**src/rtl/multdiv_ctrl.sv**
```systemverilog
// Signed 32x32 multiply / 32/32 divide sequencer driving a shared external add/sub unit.
// Optional MULTDIV_EARLY_EXIT_EN: zero operands finish one cycle after the start edge.
module multdiv_ctrl #(
    parameter int unsigned ITER = 32
) (
    input  logic        clock,
    input  logic        reset,
    input  logic        ctrl_mult,
    input  logic        ctrl_div,
    input  logic [31:0] data_a,
    input  logic [31:0] data_b,
    output logic        add_sub,
    output logic [31:0] add_x,
    output logic [31:0] add_y,
    input  logic [31:0] add_s,
    input  logic        add_ovf,
    output logic [31:0] result,
    output logic        exception,
    output logic        result_ready,
    output logic        busy
);

    typedef enum logic [2:0] {
        IDLE, MULT, NEGA, NEGB, DIV, FIX, DONE
    } state_t;

    localparam logic [4:0] CNT_LAST = 5'(ITER - 1);

    state_t      state_q, state_d;
    logic [31:0] hi_q, hi_d;       // Booth high half / division remainder
    logic [31:0] lo_q, lo_d;       // Booth low half / dividend, then quotient
    logic        qm1_q, qm1_d;
    logic [31:0] b_q, b_d;
    logic [4:0]  cnt_q, cnt_d;
    logic        neg_q, neg_d;
    logic [31:0] result_q, result_d;
    logic        exc_q, exc_d;

    logic        sgn;
    logic [32:0] r_sh;
    logic        borrow;
    logic        ge;

    always_ff @(posedge clock or posedge reset) begin
        if (reset) begin
            state_q  <= IDLE;
            hi_q     <= '0;
            lo_q     <= '0;
            qm1_q    <= 1'b0;
            b_q      <= '0;
            cnt_q    <= '0;
            neg_q    <= 1'b0;
            result_q <= '0;
            exc_q    <= 1'b0;
        end else begin
            state_q  <= state_d;
            hi_q     <= hi_d;
            lo_q     <= lo_d;
            qm1_q    <= qm1_d;
            b_q      <= b_d;
            cnt_q    <= cnt_d;
            neg_q    <= neg_d;
            result_q <= result_d;
            exc_q    <= exc_d;
        end
    end

    always_comb begin
        state_d  = state_q;
        hi_d     = hi_q;
        lo_d     = lo_q;
        qm1_d    = qm1_q;
        b_d      = b_q;
        cnt_d    = cnt_q;
        neg_d    = neg_q;
        result_d = result_q;
        exc_d    = exc_q;
        add_sub  = 1'b0;
        add_x    = '0;
        add_y    = '0;
        sgn      = 1'b0;
        r_sh     = '0;
        borrow   = 1'b0;
        ge       = 1'b0;

        unique case (state_q)
            IDLE: begin
                if (ctrl_mult) begin
                    hi_d    = '0;
                    lo_d    = data_a;
                    qm1_d   = 1'b0;
                    b_d     = data_b;
                    cnt_d   = CNT_LAST;
                    exc_d   = 1'b0;
                    state_d = MULT;
                end else if (ctrl_div) begin
                    hi_d    = '0;
                    lo_d    = data_a;
                    b_d     = data_b;
                    neg_d   = data_a[31] ^ data_b[31];
                    exc_d   = 1'b0;
                    state_d = NEGA;
                end
            end
            MULT: begin
                add_x = hi_q;
                unique case ({lo_q[0], qm1_q})
                    2'b01: add_y = b_q;
                    2'b10: begin
                        add_sub = 1'b1;
                        add_y   = b_q;
                    end
                    default: add_y = '0;
                endcase
                // True sign of hi+-B even when the 32-bit sum overflows (B = -2^31).
                sgn   = add_s[31] ^ add_ovf;
                hi_d  = {sgn, add_s[31:1]};
                lo_d  = {add_s[0], lo_q[31:1]};
                qm1_d = lo_q[0];
                cnt_d = cnt_q - 5'd1;
                if (cnt_q == 5'd0) begin
                    state_d  = DONE;
                    result_d = lo_d;
                    exc_d    = (hi_d != {32{lo_d[31]}});
                end
`ifdef MULTDIV_EARLY_EXIT_EN
                if (cnt_q == CNT_LAST && (lo_q == '0 || b_q == '0)) begin
                    state_d  = DONE;
                    result_d = '0;
                    exc_d    = 1'b0;
                end
`endif
            end
            NEGA: begin
                add_sub = lo_q[31];
                add_y   = lo_q;
                lo_d    = add_s;
                state_d = NEGB;
                if (b_q == '0) begin
                    state_d  = DONE;
                    result_d = '0;
                    exc_d    = 1'b1;
                end
`ifdef MULTDIV_EARLY_EXIT_EN
                else if (lo_q == '0) begin
                    state_d  = DONE;
                    result_d = '0;
                    exc_d    = 1'b0;
                end
`endif
            end
            NEGB: begin
                add_sub = b_q[31];
                add_y   = b_q;
                b_d     = add_s;
                hi_d    = '0;
                cnt_d   = CNT_LAST;
                state_d = DIV;
            end
            DIV: begin
                r_sh    = {hi_q, lo_q[31]};
                add_sub = 1'b1;
                add_x   = r_sh[31:0];
                add_y   = b_q;
                // Unsigned borrow of x - |B| recovered from the sum and the operand MSBs.
                borrow  = (add_x[31] == add_y[31]) ? add_s[31] : add_y[31];
                ge      = r_sh[32] | ~borrow;
                hi_d    = ge ? add_s : r_sh[31:0];
                lo_d    = {lo_q[30:0], ge};
                cnt_d   = cnt_q - 5'd1;
                if (cnt_q == 5'd0) begin
                    state_d = FIX;
                end
            end
            FIX: begin
                add_sub  = neg_q;
                add_y    = lo_q;
                result_d = add_s;
                exc_d    = 1'b0;
                state_d  = DONE;
            end
            DONE: state_d = IDLE;
            default: state_d = IDLE;
        endcase
    end

    assign result       = result_q;
    assign exception    = exc_q;
    assign result_ready = (state_q == DONE);
    assign busy         = (state_q != IDLE);

endmodule
```
**config.mk**
```make
export PLATFORM = sky130hd
export DESIGN_NAME = multdiv_ctrl
export DESIGN_NICKNAME = d
export VERILOG_FILES = /design/src/rtl/multdiv_ctrl.sv
export SDC_FILE = /design/constraint.sdc
export NUM_CORES = 1
export LEC_CHECK = 0
export ABC_CLOCK_PERIOD_IN_PS = 11700
export CAP_MARGIN = 20
export CORE_ASPECT_RATIO = 1.5
export CORE_MARGIN = 4
export CORE_UTILIZATION = 40
export DETAILED_ROUTE_END_ITERATION = 10
export GPL_ROUTABILITY_DRIVEN = 1
export HOLD_SLACK_MARGIN = 0.12
export MAX_ROUTING_LAYER = met4
export PLACE_DENSITY = 0.66
export SYNTH_ARGS = -nofsm -noshare
export SYNTH_HDL_FRONTEND = slang
export SYNTH_SLANG_ARGS = --single-unit
```
**constraint.sdc**
```tcl
create_clock -name clock -period 11.7 [get_ports clock]
set_input_delay 2.34 -clock clock [delete_from_list [all_inputs] [get_ports clock]]
set_output_delay 2.34 -clock clock [all_outputs]
set_load 0.02 [all_outputs]
```
==> results of run 1 <==
## metal layers
metal | part of all wire | vias up | routed length (um) | track usage
met5 | 0 | - | 0 | -
met1 | 0.40 | 4158 | 12800 | 0.333
met3 | 0.051 | 74 | 1640 | 0.0330
met4 | 0.034 | 0 | 1090 | 0.110
li1 | - | 3886 | - | -
met2 | 0.51 | 367 | 16400 | 0.426
## cell type report
type,count,area share
Sequential cell,139,0.303
Inverter,9,0.00338
Antenna cell,3,0.000654
Tap cell,272,0.0297
Clock buffer,17,0.0371
Multi-Input combinational cell,720,0.423
Timing Repair Buffer,216,0.188
Clock inverter,15,0.0148
## power groups by stage
stage | logic (mW) | clock network (mW) | registers, mW
floorplan | 1.45 | 0 | 0.958
global placement | 2.10 | 0 | 1.05
detailed placement | 2.13 | 0 | 1.04
CTS | 2.14 | 0.562 | 1.03
global route | 2.32 | 0.586 | 1.07
finish | 2.15 | 0.559 | 1.04
## flip-flops by register name, indices dropped and copies added (netlist names)
name	count
qm1_q	1
state_q	3
cnt_q	5
result	32
hi_q	32
neg_q	1
b_q	32
lo_q	32
exception	1
## how the worst max path moves through the flow
stage                                      start            endpoint  slack (ns)  cells past startpoint
final                     state_q[0]$_DFFE_PP0P_           add_y[23]        5.64                      6
after global routing      state_q[2]$_DFFE_PP0P_           add_y[23]        5.46                      6
after CTS                 state_q[0]$_DFFE_PP0P_           add_y[23]        5.66                      6
after detailed placement  state_q[0]$_DFFE_PP0P_           add_y[22]        6.14                      6
after global placement    state_q[0]$_DFFE_PP0P_           add_y[29]        6.19                      6
after floorplan                            reset  b_q[0]$_DFFE_PP0P_        5.64                      1
## cells in the mapped netlist (all sizes together), types with 2 or more instances
cell type	instances
or3	2
a221oi	30
nand4	6
a21oi	50
o21a	31
ha	5
nor2	114
clkbuf	52
a22o	93
a22oi	31
buf	38
nand2b	5
nand3	3
dfrtp	139
nor4	15
mux2i	34
nor2b	4
nor3	8
inv	9
mux2	32
xnor2	2
o21ai	81
nand2	88
nor3b	29
a31oi	35
o31ai	3
## cell families after synthesis
logic type / after synthesis / share of synthesized area
simple gates: 279 / 0.152
buf+inv: 99 / 0.0563
flops: 139 / 0.396
mux: 66 / 0.0926
compound gates: 367 / 0.292
fa+ha+maj: 6 / 0.00841
xor+xnor: 2 / 0.00199
## stage by stage
step	total power, mW	hold slack, ns	area [um2]	std cells	worst slack [ns]
2_1_floorplan	2.40	0.450	8780	958	5.64
3_3_place_gp	3.15	0.470	10800	1353	6.19
3_5_place_dp	3.17	0.486	10800	1354	6.14
4_1_cts	3.74	0.499	11400	1386	5.66
5_1_grt	3.98	0.523	11500	1391	5.46
6_report	3.75	0.496	11500	1391	5.64
## critical path, cell delays in order, from the launching register on
cell	delay [ns]
dfrtp_1	0.70
nand2b_1	0.36
nor2_4	0.12
buf_4	0.49
or2_2	0.73
a22o_1	0.25
clkdlybuf4s50_1	0.61
==> key figures, run 1 <==
Clocking
  – Clock Latency Late Sink: 0.44 ns
  – CTS tree: yes
  – H-tree depth: 4
  – Post-CTS setup buffers: 0
  – Clock transition at path regs: 0.07 ns
  – Post-CTS resize count: 0
  – Hold Buf Count CTS: 0
  – Clock buffer depth: 2
  – Clock sinks: 139
  – CTS Buf Count: 17
  – Root Driver: clkbuf_16

Finish
  – Final core utilization: 0.530
  – Fillers: 1991
  – Sequential cell area: 3480 um2
  – Share of layout cells above drive strength 1: 0.0950
  – Nets@finish: 1209
  – Most frequent cells in the layout: clkdlybuf4s50_1 (200), dfrtp_1 (137), nor2_1 (108)
  – Commonest non-fill, non-tap cell in the layout: clkdlybuf4s50_1
  – Area Overhead vs Synth: 30.7%
  – Footprint of the multi-input gates: 4850 um2

Timing
  – Worst slew pin tran: 1.11 ns
  – Max Clock Freq: 165 MHz
  – Max-slew headroom: 0.263
  – Post-route setup TNS: 0 ns
  – Fin crit share: 0.518
  – Final hold violations: 0
  – # setup viols final: 0
  – RSZ-0062 raised after global routing: no
  – Final setup skew: 0.0186 ns
  – Final min period: 6.06 ns
  – Slew Limit Fails: 0

Drt
  – Initial drt markers: 861
  – Initial DRT Pass Iterations: 5
  – DRC Markers: 0
  – Post-DRT Antenna Nets: 0
  – Drt wl/cell: 23.0 um
  – Final WL: 32.0 mm
  – Routed vias: 8485
  – DR vias/cell: 6.10

Pwr
  – Internal: 2.05 mW
  – Peak VDD IR: 182 uV
  – Static Leakage: 4.53 nW
  – Clk network pwr share: 0.149
  – Cell Pwr Density: 327 nW/um2
  – Gate power share: 0.573
  – Sw frac: 0.455
  – Switching pwr: 1.71 mW
  – Seq pwr share: 0.278

Worst setup path
  – Setup CP Type: register to output pin
  – Critical Path RT: 9.36 ns
  – Worst R2R End: result[30]$_DFFE_PP0P_
  – R2R depth: 4
  – Reg2reg start: state_q[0]$_DFFE_PP0P_
  – Element type at the critical path start: register
  – Crit path max fanout: 62
  – Reg2reg setup slack: 8.53 ns
  – Critical path capture point type: output pin
  – Worst path arrival time: 3.72 ns

Synth
  – EDFF count, synth: 0
  – Yosys synthesis warning count: 0
  – Seq/Total Area, Yosys: 0.396
  – Largest area contributor in the netlist: dfrtp_1
  – Top post-synthesis cells by area: dfrtp_1 (40%), a22o_1 (9.3%), mux2_4 (5.1%)
  – Synthesized area: 8780 um2
  – Synth cell types: 58
  – Yosys top cell area share: 0.396
  – Synth Net Count: 1064
  – Async set or reset register ratio after synthesis: 1.00
  – Most common flop cell mapped by yosys: dfrtp_1
  – Mean Syn Cell Area: 9.17 um2
  – Post-Synthesis Cells: 958
  – FF+latch count, synth: 139

Worst hold path
  – Worst Hold Launch: cnt_q[0]$_DFFE_PP0P_
  – Tightest Hold Check Type: register to register
  – Hold path depth: 1
  – WHS Endpoint: cnt_q[0]$_DFFE_PP0P_

Floorplan
  – Core ar.: 21600 um2
  – Die H: 189 um
  – Starting Density: 0.406
  – Die X: 129 um
  – Die Area: 24400 um2
  – IO Pins: 201
  – Rows: 66

GRT
  – Antenna violations before repair: 3
  – Vias in the first global route: 8090
  – GRT Total Usage: 0.264
  – First-pass GRT wire length: 48.1 mm
  – GRT Residual Overflow: 0
  – Largest net degree at the start of global routing: 73

Placed design
  – Port-buffer cells: 200
  – GPL Wtd Cong: 0.912
  – Dpl hpwl: 21.8 mm

Status
  – Status: complete, no violations

Flow run
  – Max-capacitance violation count: 0
No activity file was read; power rests on OpenSTA's default activity.
==> run 2: changes to the inputs <==
- ABC_CLOCK_PERIOD_IN_PS: 11700 -> 5100
- PLACE_DENSITY: 0.66 -> 0.69
- clock period: 11.7 -> 5.1 ns (I/O delays scaled with it)
==> run 2 against run 1 <==
  * Clock-buffer cell count grew 4
  * Clock skew decreased by 0.0089 ns
  * Register-to-register slack worse by 6.5 ns
  * Critical path type unchanged
  * Critical path depth is the same
  * Die area is the same
  * Largest power group unchanged
==> key figures, run 2 (synthesis gave the netlist of run 1 again) <==
Pwr
  – Cell Pwr Density: 752 nW/um2 (+130%)
  – Final Power: 8.68 mW (+130%)
  – Static Leakage: 4.55 nW (+0.59%)
  – Peak VDD IR: 413 uV (+130%)

Worst hold path
  – Hold path depth: 1 (unchanged)
  – Tightest Hold Check Type: register to register
  – Worst Hold Launch: cnt_q[0]$_DFFE_PP0P_
  – WHS Endpoint: cnt_q[0]$_DFFE_PP0P_

Drt
  – DRC Markers: 0 (unchanged)
  – DR vias/cell: 6.10 (about the same)
  – Final WL: 31.6 mm (-1.1%)
  – Post-DRT Antenna Nets: 0 (unchanged)
  – Routed vias: 8519 (+0.40%)
  – Initial drt markers: 798 (-7.3%)
  – Initial DRT Pass Iterations: 6 (+1)
  – Drt wl/cell: 22.6 um (-1.5%)

Finish
  – Share of layout cells above drive strength 1: 0.0963 (+0.00136)
  – Commonest non-fill, non-tap cell in the layout: clkdlybuf4s50_1
  – Area Overhead vs Synth: 31.4%
  – Most frequent cells in the layout: clkdlybuf4s50_1 (200), dfrtp_1 (137), nor2_1 (108)
  – Footprint of the multi-input gates: 4850 um2 (unchanged)
  – Design Area, Final: 11500 um2 (+0.55%)
  – Final core utilization: 0.533 (+0.00289)
  – Sequential cell area: 3480 um2 (unchanged)
  – Nets@finish: 1214 (+0.41%)
  – Fillers: 2024 (+1.7%)
  – Post-Layout Cell Count: 1396 (+0.36%)

GRT
  – Antenna violations before repair: 3 (unchanged)
  – GRT Total Usage: 0.262 (-0.00196)
  – First-pass GRT wire length: 48.2 mm (+0.33%)
  – Vias in the first global route: 8160 (+0.87%)
  – Largest net degree at the start of global routing: 85 (+16%)
  – GRT Residual Overflow: 0 (unchanged)

Floorplan
  – Die X: 129 um (unchanged)
  – IO Pins: 201 (unchanged)
  – Starting Density: 0.406 (unchanged)
  – Die Area: 24400 um2 (unchanged)
  – Rows: 66 (unchanged)
  – Die H: 189 um (unchanged)
  – Core ar.: 21600 um2 (unchanged)

Placed design
  – Port-buffer cells: 200 (unchanged)
  – Placed cell count: 1359 (+0.37%)
  – Dpl hpwl: 21.9 mm (+0.32%)
  – GPL Wtd Cong: 0.864 (-5.2%)
  – Dpl ws: 1.14 ns (-5.00 ns)
  – DP Area: 10900 um2 (+0.23%)

Timing
  – Max-slew headroom: 0.399 (+0.136)
  – Hold Slack: 0.502 ns (+0.00650 ns)
  – Final hold violations: 0 (unchanged)
  – Setup slack after layout: 0.634 ns (-5.00 ns)
  – RSZ-0062 raised after global routing: no
  – Slew Limit Fails: 0 (unchanged)
  – Final min period: 4.47 ns
  – Final setup skew: 0.00974 ns (-0.00888 ns)
  – Max Clock Freq: 224 MHz
  – # setup viols final: 0 (unchanged)
  – Worst slew pin tran: 0.900 ns (-0.206 ns)
  – Fin crit share: 0.876
  – Post-route setup TNS: 0 ns (unchanged)

Worst setup path
  – Reg2reg setup slack: 2.07 ns (-6.46 ns)
  – Setup CP Type: register to output pin
  – Reg2reg start: state_q[1]$_DFFE_PP0P_
  – Element type at the critical path start: register
  – Critical path capture point type: output pin
  – Crit path max fanout: 25 (-60%)
  – R2R depth: 6 (+2)
  – Worst R2R End: b_q[23]$_DFFE_PP0P_
  – Critical Path RT: 4.08 ns (-5.28 ns)
  – Worst path arrival time: 3.45 ns (-0.27 ns)

Clocking
  – Clock buffer depth: 2 (unchanged)
  – Clock Latency Late Sink: 0.43 ns (about the same)
  – Post-CTS resize count: 0 (unchanged)
  – Post-CTS setup buffers: 0 (unchanged)
  – H-tree depth: 4 (unchanged)
  – CTS tree: yes
  – CTS Buf Count: 17 (unchanged)
  – Root Driver: clkbuf_16
  – Clock transition at path regs: 0.06 ns (about the same)
  – Hold Buf Count CTS: 0 (unchanged)
  – Clock sinks: 139 (unchanged)

Flow run
  – Max-capacitance violation count: 0 (unchanged)

Status
  – Status: complete, no violations
-- run 2: cell count changes in the layout (fill, tap and decap cells not counted), moves of 2 or more --
| cell | change |
|---|---|
| buf_4 | +6 |
| inv_6 | -6 |
| inv_8 | -4 |
| buf_12 | -3 |
| bufinv_16 | +3 |
| clkbuf_1 | +3 |
| clkinv_2 | +3 |
| buf_16 | +2 |
| clkinvlp_4 | +2 |
-- run 2: worst max-delay path by stage --
stage | cells past startpoint | to | startpoint
after global placement | 6 | add_y[11] | state_q[1]$_DFFE_PP0P_
after CTS | 6 | add_y[12] | state_q[1]$_DFFE_PP0P_
final | 6 | add_y[15] | state_q[1]$_DFFE_PP0P_
after floorplan | 1 | b_q[0]$_DFFE_PP0P_ | reset
after global routing | 6 | add_y[25] | state_q[1]$_DFFE_PP0P_
after detailed placement | 6 | add_y[12] | state_q[1]$_DFFE_PP0P_
-- run 2: routing by layer --
layer / global-route usage / vias up / wire [um]
li1: - / 3898 / -
met1: 0.328 / 4149 / 12400
met2: 0.411 / 379 / 15700
met3: 0.0421 / 93 / 1920
met4: 0.125 / 0 / 1540
met5: - / - / 0
-- run 2: power by group --
group	internal (mW)	switching, mW
sequential	1.66	0.665
combinational	2.34	2.68
clock	0.831	0.499
total	4.84	3.84
-- run 2: layout make-up --
type                       count  share of cell area
sequential                   139               0.302
multi-input combinational    720               0.421
tap                          272              0.0295
antenna                        3            0.000651
clock buffer                  21              0.0390
timing repair buffer         221               0.191
clock inverter                11              0.0145
inverter                       9             0.00336
-- run 2: worst max-delay path, stage by stage (launching register included) --
cell	delay, ns
dfrtp_2	0.71
inv_1	0.35
or3_1	0.49
o21ai_2	0.20
buf_4	0.41
a22o_1	0.22
clkdlybuf4s50_1	0.63
==> edit: new RTL, config.mk and constraints of run 2 <==
Re-encode `state_t` (7 states) as Gray code, 3 bits wide.
--- a/src/rtl/multdiv_ctrl.sv
+++ b/src/rtl/multdiv_ctrl.sv
@@ -21,7 +21,7 @@
 );
 
     typedef enum logic [2:0] {
-        IDLE, MULT, NEGA, NEGB, DIV, FIX, DONE
+        IDLE = 3'b000, MULT = 3'b001, NEGA = 3'b011, NEGB = 3'b010, DIV = 3'b110, FIX = 3'b111, DONE = 3'b101
     } state_t;
 
     localparam logic [4:0] CNT_LAST = 5'(ITER - 1);
Behaviour: same outputs for any inputs over 4 cycles, from zero or initial values and one cycle with reset high; so few cycles prove little.
==> edit against run 2 <==
- count of clock-buffer cells in the layout down 2
- sequential share of layout area up 1.2 points
- largest power group unchanged
- sequential cell count unchanged
- area after synthesis is 6.4% lower
- utilization up 1.2 points
- non-clock buffer count is 2 lower
- wire length shrank 9.9%
- first-iteration DRC count decreased by 7.6%
- largest cell class unchanged
- critical endpoint is now add_x[22]
- critical path depth fell by 1
- combinational power decreased by 13%
- design area fell by 3.9%
- total power is 9.0% lower
- setup slack improved by 140 ps
==> edit: results (changes against run 2) <==
metric;value;unit;change
synth_nets;989;;was 1064
vias_per_cell;5.85;;was 6.10
postCtsSetupRepairBufs;0;;unchanged
cts_hold_buffers;0;;unchanged
track_usage;25.2;%;was 26.2%
nNetsFinal;1158;;was 1214
outcome;finished, final reports clean;;unchanged
seq_power;2.17;mW;was 2.33 mW
clkLatencyLatePin;430;ps;about the same
yosysTopAreaCellShare;42.3;%;was 39.6%
arrival;3310;ps;was 3450 ps
firstDrtPassIters;5;;was 6
worstMarginPinSlew;1080;ps;was 900 ps
crit_path_max_fanout;33;;was 25
ys_seq_area_share;42.3;%;was 39.6%
drive_gt1_share;9.47;%;was 9.63%
drt_iter0_drc;737;;was 798
insertedDiodeCount;0;;was 3
antenna_found_initial;0;;was 3
grt_max_degree;92;;was 85
postPlaceCellArea;10400;sq um;was 10900 sq um
total_leakage_power;4.80;nW;was 4.55 nW
gp_congestion;0.878;;was 0.864
clock_path_buffers;2;;unchanged
hpwl;20200;um;was 21900 um
min_from;cnt_q[4];;was cnt_q[0]
grt_pass1_vias;7780;;was 8160
synth_area_leaders;dfrtp_1 (42%), mux2i_1 (11%), o21ai_0 (8.5%);;was dfrtp_1 (40%), a22o_1 (9.3%), mux2_4 (5.1%)
synth_common_cells;dfrtp_1 (139), o21ai_0 (139), nand2_1 (116), mux2i_1 (94), a21oi_1 (43);;was dfrtp_1 (139), nor2_1 (112), a22o_1 (93), nand2_1 (87), o21ai_0 (63)
peakVddDrop;358;uV;was 413 uV
r2r-start;state_q[0];;was state_q[1]
cts-resized-gates;0;;unchanged
cts-root-buf;clkbuf_16;;unchanged
cpPeakStageDelay;670;ps;was 710 ps
crit_slowest_cell;dfrtp_1;;was dfrtp_2
grt_pass1_wl;44200;um;was 48200 um
power.internal;4.44;mW;was 4.84 mW
ys_types;47;;was 58
fin_tns_setup;0;ps;unchanged
wire_per_inst;21.4;um;was 22.6 um
skew;9.49;ps;was 9.74 ps
-- edit: cell types whose count changed in the layout (fill, tap and decap cells not counted), sizes merged, moves of 30 or more --
| cell | delta |
|---|---|
| o21ai | +62 |
| inv | +32 |
| o21a | -30 |
| o22ai | +32 |
| a211oi | +30 |
| mux2i | +60 |
| nor2 | -96 |
| a22o | -61 |
| a31oi | -34 |
-- edit: cell families (layout without fill, tap and decap cells) --
group           Yosys count  after routing  synth area share [%]
flops                   139            139                  42.3
xor+xnor                  2              2                 0.213
simple gates            179            179                  9.68
fa+ha+maj                 4              4                 0.578
mux                     127            127                  17.3
compound gates          324            324                  24.2
buf+inv                 110            292                  5.78
-- edit: worst paths after layout --
check,end,cells past startpoint
max,add_x[22],5
min,cnt_q[4],1
max reg2reg,lo_q[5],7
min reg2reg,cnt_q[4],1
max in group asynchronous,cnt_q[3],3
min in group asynchronous,result[7],2
-- edit: through the flow --
stage,total power [mW],setup slack [ps],cells,utilization [%],hold slack (ps)
after floorplan,4.75,355,885,-,458
after global placement,6.44,1310,1299,51.4,480
after detailed placement,6.53,1240,1299,51.4,484
after CTS,7.91,793,1331,54.5,502
after global routing,8.38,572,1331,54.5,509
final,7.89,770,1331,54.5,492
-- edit: final cells by class --
class | count | area [sq um]
fill | 1906 | 9250
tap | 264 | 330
multi-input combinational | 636 | 4320
clock inverter | 13 | 189
inverter | 41 | 159
clock buffer | 19 | 453
sequential | 139 | 3480
timing repair buffer | 219 | 2160
-- edit: per-layer routing --
layer | routed length, um | vias up | GRT usage [%] | share of wire (%)
met5 | 0 | - | - | 0
met4 | 983 | 0 | 10.4 | 3.5
met3 | 1280 | 60 | 3.40 | 4.5
met2 | 14900 | 304 | 43.3 | 52
met1 | 11300 | 3835 | 29.7 | 40
li1 | - | 3591 | - | -
